**config.mk**
```make
export PLATFORM = sky130hd
export DESIGN_NAME = fifo_line_unpacker
export DESIGN_NICKNAME = d
export VERILOG_FILES = /design/src/rtl/cache_fifo_pkg.sv /design/src/rtl/fifo_line_unpacker.sv
export SDC_FILE = /design/constraint.sdc
export NUM_CORES = 1
export LEC_CHECK = 0
export CAP_MARGIN = 0
export CORE_ASPECT_RATIO = 1.4
export CORE_UTILIZATION = 25
export DETAILED_ROUTE_END_ITERATION = 16
export GPL_TIMING_DRIVEN = 1
export SKIP_CTS_REPAIR_TIMING = 1
export SYNTH_ARGS = -nofsm -noshare
export SYNTH_HDL_FRONTEND = slang
export SYNTH_SLANG_ARGS = --single-unit
```
**constraint.sdc**
```tcl
create_clock -name rd_clk -period 3.4 [get_ports rd_clk]
set_input_delay 0.68 -clock rd_clk [delete_from_list [all_inputs] [get_ports rd_clk]]
set_output_delay 0.68 -clock rd_clk [all_outputs]
set_load 0.02 [all_outputs]
```
**src/rtl/cache_fifo_pkg.sv**
```systemverilog
// Shared definitions for the cache-line async FIFO and its read-side consumers.
package cache_fifo_pkg;

  // Default geometry of one FIFO entry and of one delivered word.
  localparam int CASH_STR_WIDTH_DEF = 64;
  localparam int WORD_WIDTH_DEF     = 16;

  // State encoding of the line unpacker.
  localparam logic [1:0] IDLE = 2'd0;
  localparam logic [1:0] POP  = 2'd1;
  localparam logic [1:0] CAPT = 2'd2;
  localparam logic [1:0] SEND = 2'd3;

  typedef enum logic [1:0] {
    ST_IDLE = IDLE,
    ST_POP  = POP,
    ST_CAPT = CAPT,
    ST_SEND = SEND
  } unpack_state_t;

  // Width of a word offset; never narrower than one bit.
  function automatic int ofs_width(input int words);
    return (words > 1) ? $clog2(words) : 1;
  endfunction

endpackage

```
**src/rtl/fifo_line_unpacker.sv**
```systemverilog
// Pops one cache string from the async FIFO and hands it out word by word,
// lowest word first, over a valid/ready handshake. Counts finished lines and
// lets a flush abandon a partially delivered line.
module fifo_line_unpacker
  import cache_fifo_pkg::*;
#(
  parameter int CASH_STR_WIDTH = CASH_STR_WIDTH_DEF,
  parameter int WORD_WIDTH     = WORD_WIDTH_DEF,
  parameter int WORDS          = CASH_STR_WIDTH / WORD_WIDTH,
  parameter int OFS_WIDTH      = ofs_width(WORDS)
) (
  input  logic                      rd_clk,
  input  logic                      not_reset,
  input  logic                      fifo_empty,
  input  logic [CASH_STR_WIDTH-1:0] fifo_dout,
  output logic                      fifo_read,
  input  logic                      flush,
  output logic [WORD_WIDTH-1:0]     word_data,
  output logic [OFS_WIDTH-1:0]      word_ofs,
  output logic                      word_valid,
  output logic                      word_last,
  input  logic                      word_ready,
  output logic                      busy,
  output logic [7:0]                lines_done
);

  localparam logic [OFS_WIDTH-1:0] LAST_OFS = OFS_WIDTH'(WORDS - 1);

  unpack_state_t             state_reg;
  logic [CASH_STR_WIDTH-1:0] line_reg;
  logic [OFS_WIDTH-1:0]      word_ofs_reg;
  logic [7:0]                lines_done_reg;
  logic                      fifo_read_reg;
  logic                      word_valid_reg;
  logic                      word_last_reg;
  logic                      busy_reg;

  logic [OFS_WIDTH-1:0]      ofs_inc;
  logic [WORD_WIDTH-1:0]     word_arr [WORDS];

  assign ofs_inc = word_ofs_reg + OFS_WIDTH'(1);

  // Slice the held line into words; the offset register picks one.
  for (genvar gi = 0; gi < WORDS; gi++) begin : g_word
    assign word_arr[gi] = line_reg[gi*WORD_WIDTH +: WORD_WIDTH];
  end

  assign word_data  = word_arr[word_ofs_reg];
  assign word_ofs   = word_ofs_reg;
  assign word_valid = word_valid_reg;
  assign word_last  = word_last_reg;
  assign fifo_read  = fifo_read_reg;
  assign busy       = busy_reg;
  assign lines_done = lines_done_reg;

  // Line fetch / word delivery FSM with all handshake outputs registered.
  always_ff @(posedge rd_clk or negedge not_reset) begin
    if (!not_reset) begin
      state_reg      <= ST_IDLE;
      line_reg       <= '0;
      word_ofs_reg   <= '0;
      lines_done_reg <= '0;
      fifo_read_reg  <= 1'b0;
      word_valid_reg <= 1'b0;
      word_last_reg  <= 1'b0;
      busy_reg       <= 1'b0;
    end else begin
      case (state_reg)
        ST_IDLE: begin
          // Flush is meaningless here; only FIFO occupancy matters.
          if (!fifo_empty) begin
            state_reg     <= ST_POP;
            fifo_read_reg <= 1'b1;
            busy_reg      <= 1'b1;
          end
        end
        ST_POP: begin
          // The pop is committed this cycle whether or not we flush.
          fifo_read_reg <= 1'b0;
          if (flush) begin
            state_reg <= ST_IDLE;
            busy_reg  <= 1'b0;
          end else begin
            state_reg <= ST_CAPT;
          end
        end
        ST_CAPT: begin
          if (flush) begin
            state_reg <= ST_IDLE;
            busy_reg  <= 1'b0;
          end else begin
            state_reg      <= ST_SEND;
            line_reg       <= fifo_dout;
            word_valid_reg <= 1'b1;
            word_last_reg  <= (WORDS == 1);
          end
        end
        ST_SEND: begin
          if (word_ready) begin
            if (word_last_reg) begin
              state_reg      <= ST_IDLE;
              word_ofs_reg   <= '0;
              lines_done_reg <= lines_done_reg + 8'd1;
              word_valid_reg <= 1'b0;
              word_last_reg  <= 1'b0;
              busy_reg       <= 1'b0;
            end else begin
              word_ofs_reg  <= ofs_inc;
              word_last_reg <= (ofs_inc == LAST_OFS);
            end
          end
          // A word handshaken together with flush still counts as transferred.
          if (flush) begin
            state_reg      <= ST_IDLE;
            word_ofs_reg   <= '0;
            word_valid_reg <= 1'b0;
            word_last_reg  <= 1'b0;
            busy_reg       <= 1'b0;
          end
        end
        default: begin
          state_reg <= ST_IDLE;
        end
      endcase
    end
  end

endmodule

```
==> metrics.txt <==
# TYPE chip_impl_metric gauge
chip_impl_info{name="top_signal_layer_used",value="met4"} 1
chip_impl_metric{name="largest_vdd_supply_drop",unit="mV"} 0.286
chip_impl_metric{name="cts-htree-levels",unit=""} 3
chip_impl_metric{name="number_of_buffers_created_by_cts",unit=""} 9
chip_impl_metric{name="synthToLayoutAreaGrowth",unit="%"} 40.4
chip_impl_metric{name="effective_utilization_at_floorplan",unit=""} 0.259
chip_impl_metric{name="min_period",unit="ps"} 2820
chip_impl_metric{name="synth_enable_flop_cells",unit=""} 0
chip_impl_metric{name="syn_avg_cell_area",unit="um2"} 15.4
chip_impl_metric{name="place.gp.congestion",unit=""} 0.714
chip_impl_metric{name="layout.filler_cells",unit=""} 1344
chip_impl_metric{name="routed_wirelength",unit="um"} 8000
chip_impl_metric{name="mappedNetlistNets",unit=""} 313
chip_impl_metric{name="grt_usage",unit=""} 0.112
chip_impl_metric{name="crit_required",unit="ps"} 2720
chip_impl_metric{name="wire_length_of_the_first_global_routing_pass",unit="um"} 13100
chip_impl_metric{name="cell_count_after_synthesis",unit=""} 237
chip_impl_metric{name="clock_sink_count",unit=""} 80
chip_impl_metric{name="grt_antenna_before_repair",unit=""} 0
chip_impl_metric{name="detailed_place_hpwl",unit="um"} 5530
chip_impl_metric{name="routed_metal_1_wirelength",unit="um"} 3350
chip_impl_metric{name="finalSetupViolCount",unit=""} 0
chip_impl_metric{name="netlist_area",unit="um2"} 3650
chip_impl_metric{name="first_iter_violations",unit=""} 45
chip_impl_metric{name="route.detailed.wl_per_inst",unit="um"} 15.2
chip_impl_metric{name="route.antenna.remaining_nets",unit=""} 0
chip_impl_metric{name="finClkSkew",unit="ps"} 7.07
chip_impl_metric{name="cp.buffers_inverters",unit=""} 2
chip_impl_metric{name="numPortBuffers",unit=""} 98
chip_impl_metric{name="global_route.overflow_total",unit=""} 0
chip_impl_info{name="tritoncts_clock_tree",value="done"} 1
chip_impl_metric{name="clkTransAtPathRegs",unit="ps"} 60
chip_impl_metric{name="power.leakage",unit="nW"} 2.10
chip_impl_metric{name="final_layout_size_suffix_gt1_frac",unit=""} 0.314
chip_impl_metric{name="timing.max_cap.violations",unit=""} 0
chip_impl_metric{name="ys_seq_elements",unit=""} 80
chip_impl_metric{name="power-per-cell-area",unit="nW/um2"} 833
chip_impl_info{name="worstSetupEndpointType",value="primary output"} 1
chip_impl_info{name="setup_repair_after_global_routing_missed_its_margin",value="false"} 1
chip_impl_metric{name="layout.nets",unit=""} 412
chip_impl_metric{name="timing.final.crit_share",unit=""} 0.828
chip_impl_info{name="clk_root_buffer_cell",value="clkbuf_16"} 1
chip_impl_metric{name="ctsLongestPathBuffers",unit=""} 2
chip_impl_metric{name="yosysSeqAreaShare",unit=""} 0.549
chip_impl_metric{name="die_h",unit="um"} 145
chip_impl_metric{name="worst_slew_pin_slew",unit="ps"} 1030
chip_impl_metric{name="width_of_the_die",unit="um"} 104
chip_impl_metric{name="drc_viols",unit=""} 0
chip_impl_metric{name="largest_register_ff_count",unit=""} 64
chip_impl_metric{name="max-slew-margin-rel",unit=""} 0.313
chip_impl_metric{name="max_slew_violation_count",unit=""} 0
chip_impl_metric{name="count_of_boundary_i_o_pins",unit=""} 99
chip_impl_metric{name="finalHoldViolations",unit=""} 0
chip_impl_info{name="setup.worst_path.start_class",value="flip-flop"} 1
chip_impl_metric{name="dr.pass1.iters",unit=""} 4
chip_impl_info{name="synth_ff_type",value="dfrtp_1"} 1
chip_impl_metric{name="first_global_vias",unit=""} 2532
chip_impl_metric{name="num_vias",unit=""} 2302
chip_impl_metric{name="setup_total_negative_slack",unit="ps"} 0
chip_impl_metric{name="route.met2.wl",unit="um"} 4150
chip_impl_info{name="min_path_type",value="reg2reg"} 1
chip_impl_metric{name="synth.distinct_cells",unit=""} 31
chip_impl_metric{name="synth_async_sr_flop_share",unit=""} 1.00
chip_impl_metric{name="design.core.area",unit="um2"} 14100
chip_impl_metric{name="met3RoutedLength",unit="um"} 367
chip_impl_metric{name="worstPathArrival",unit="ps"} 2140
chip_impl_metric{name="critical_path_peak_fanout",unit=""} 20
chip_impl_metric{name="fmax",unit="MHz"} 355
chip_impl_metric{name="report.power.total",unit="mW"} 4.26
chip_impl_metric{name="placementRows",unit=""} 51
chip_impl_metric{name="post_drt_via_cell_ratio",unit=""} 4.38
chip_impl_info{name="path_cells",value="buf_4 > mux4_2 > clkdlybuf4s50_1"} 1
chip_impl_info{name="crit_path_top_delay_cell",value="mux4_2"} 1
chip_impl_metric{name="delay_of_the_slowest_cell_on_the_worst_path",unit="ps"} 560
chip_impl_info{name="result_of_the_run",value="complete, no violations"} 1
chip_impl_metric{name="synth_warn",unit=""} 0
chip_impl_metric{name="clock_insertion_delay_worst_skew",unit="ps"} 340
chip_impl_metric{name="finalNonFillerCells",unit=""} 526
chip_impl_metric{name="grt_start_max_net_pins",unit=""} 81
chip_impl_metric{name="design.die.area",unit="um2"} 15100
chip_impl_info{name="critical_path.top_delay_family",value="buffers and inverters"} 1
chip_impl_metric{name="cell_count_post_placement",unit=""} 510
chip_impl_metric{name="n_antenna_cell",unit=""} 0
chip_impl_info{name="worst-setup-path-type",value="reg2out"} 1
cells by family after synthesis:
group,synth area share
multiplexers,0.311
XOR/XNOR,0.0168
AO/OA/AOI/OAI,0.0264
buffers and inverters,0.0350
AND/OR/NAND/NOR,0.0381
adder cells (fa/ha/maj),0.0240
flip-flops,0.549
placed cells by master (no fill, tap or decap), drive strengths merged, types with 2 or more instances in the layout:
master / synthesis / final
clkdlybuf4s50: 0 / 97
nor2: 5 / 5
o41ai: 2 / 2
mux4: 16 / 16
ha: 7 / 7
nor3: 2 / 2
clkbuf: 0 / 9
bufinv: 0 / 2
clkinvlp: 0 / 2
nand4: 2 / 2
dfrtp: 80 / 80
nor2b: 3 / 3
xnor2: 2 / 2
inv: 7 / 9
xor2: 5 / 5
buf: 13 / 4
nand3: 5 / 5
mux2i: 3 / 3
mux2: 66 / 66
nand2: 5 / 5
o21ai: 4 / 4
metrics by stage:
stage / util / cell area, um2 / hold WS, ps / worst slack [ps]
final: 0.363 / 5120 / 473 / 583
after floorplan: - / 3650 / 384 / 1290
after global placement: 0.340 / 4790 / 459 / 915
after global routing: 0.363 / 5120 / 505 / 447
after detailed placement: 0.340 / 4790 / 461 / 903
after CTS: 0.363 / 5120 / 476 / 526
final cells by class:
type	count	area (um2)	area share
sequential	80	2000	0.391
multi-input combinational	137	1520	0.296
tap	185	231	0.0452
inverter	7	26.3	0.00513
clock buffer	9	225	0.0440
clock inverter	7	104	0.0203
timing repair buffer	101	1010	0.198
cell usage after synthesis (all sizes together) (3+ instances only):
master,count,area share
dfrtp,80,0.55
mux2,66,0.20
mux4,16,0.099
buf,13,0.028
ha,7,0.024
inv,7,0.0072
nand2,5,0.0065
nand3,5,0.0069
nor2,5,0.0051
xor2,5,0.012
o21ai,4,0.0055
mux2i,3,0.0082
nor2b,3,0.0072
metal layers:
layer | global-route usage | up-vias
li1 | - | 1072
met1 | 0.129 | 1163
met2 | 0.191 | 56
met3 | 0.0355 | 11
met4 | 0.0493 | 0
met5 | 0 | -
worst paths after layout:
path	cells after the start	slack (ps)	end	start
min reg2reg	1	470	lines_done[7]	lines_done[7]
max reg2reg	5	1530	line_reg[45]	state_reg[0]
min in group asynchronous	1	510	line_reg[48]	not_reset
min	1	470	lines_done[7]	lines_done[7]
max in group asynchronous	1	2220	line_reg[59]	not_reset
max	3	580	word_data[9]	word_ofs[0]
worst register-to-register path, cell delays in order (launching register included):
cell and delay, ps:
dfrtp_1 410, inv_1 110, ha_1 250, nor2b_4 240, buf_12 310, mux2_2 440
where the power goes:
| group | switching (mW) | leakage (nW) | total, mW | internal, mW |
|---|---|---|---|---|
| Sequential | 0.199 | 0.996 | 1.56 | 1.37 |
| Clock | 0.409 | 0.154 | 1.06 | 0.652 |
| Combinational | 0.656 | 0.947 | 1.64 | 0.983 |
No activity file was read; power rests on OpenSTA's default activity.
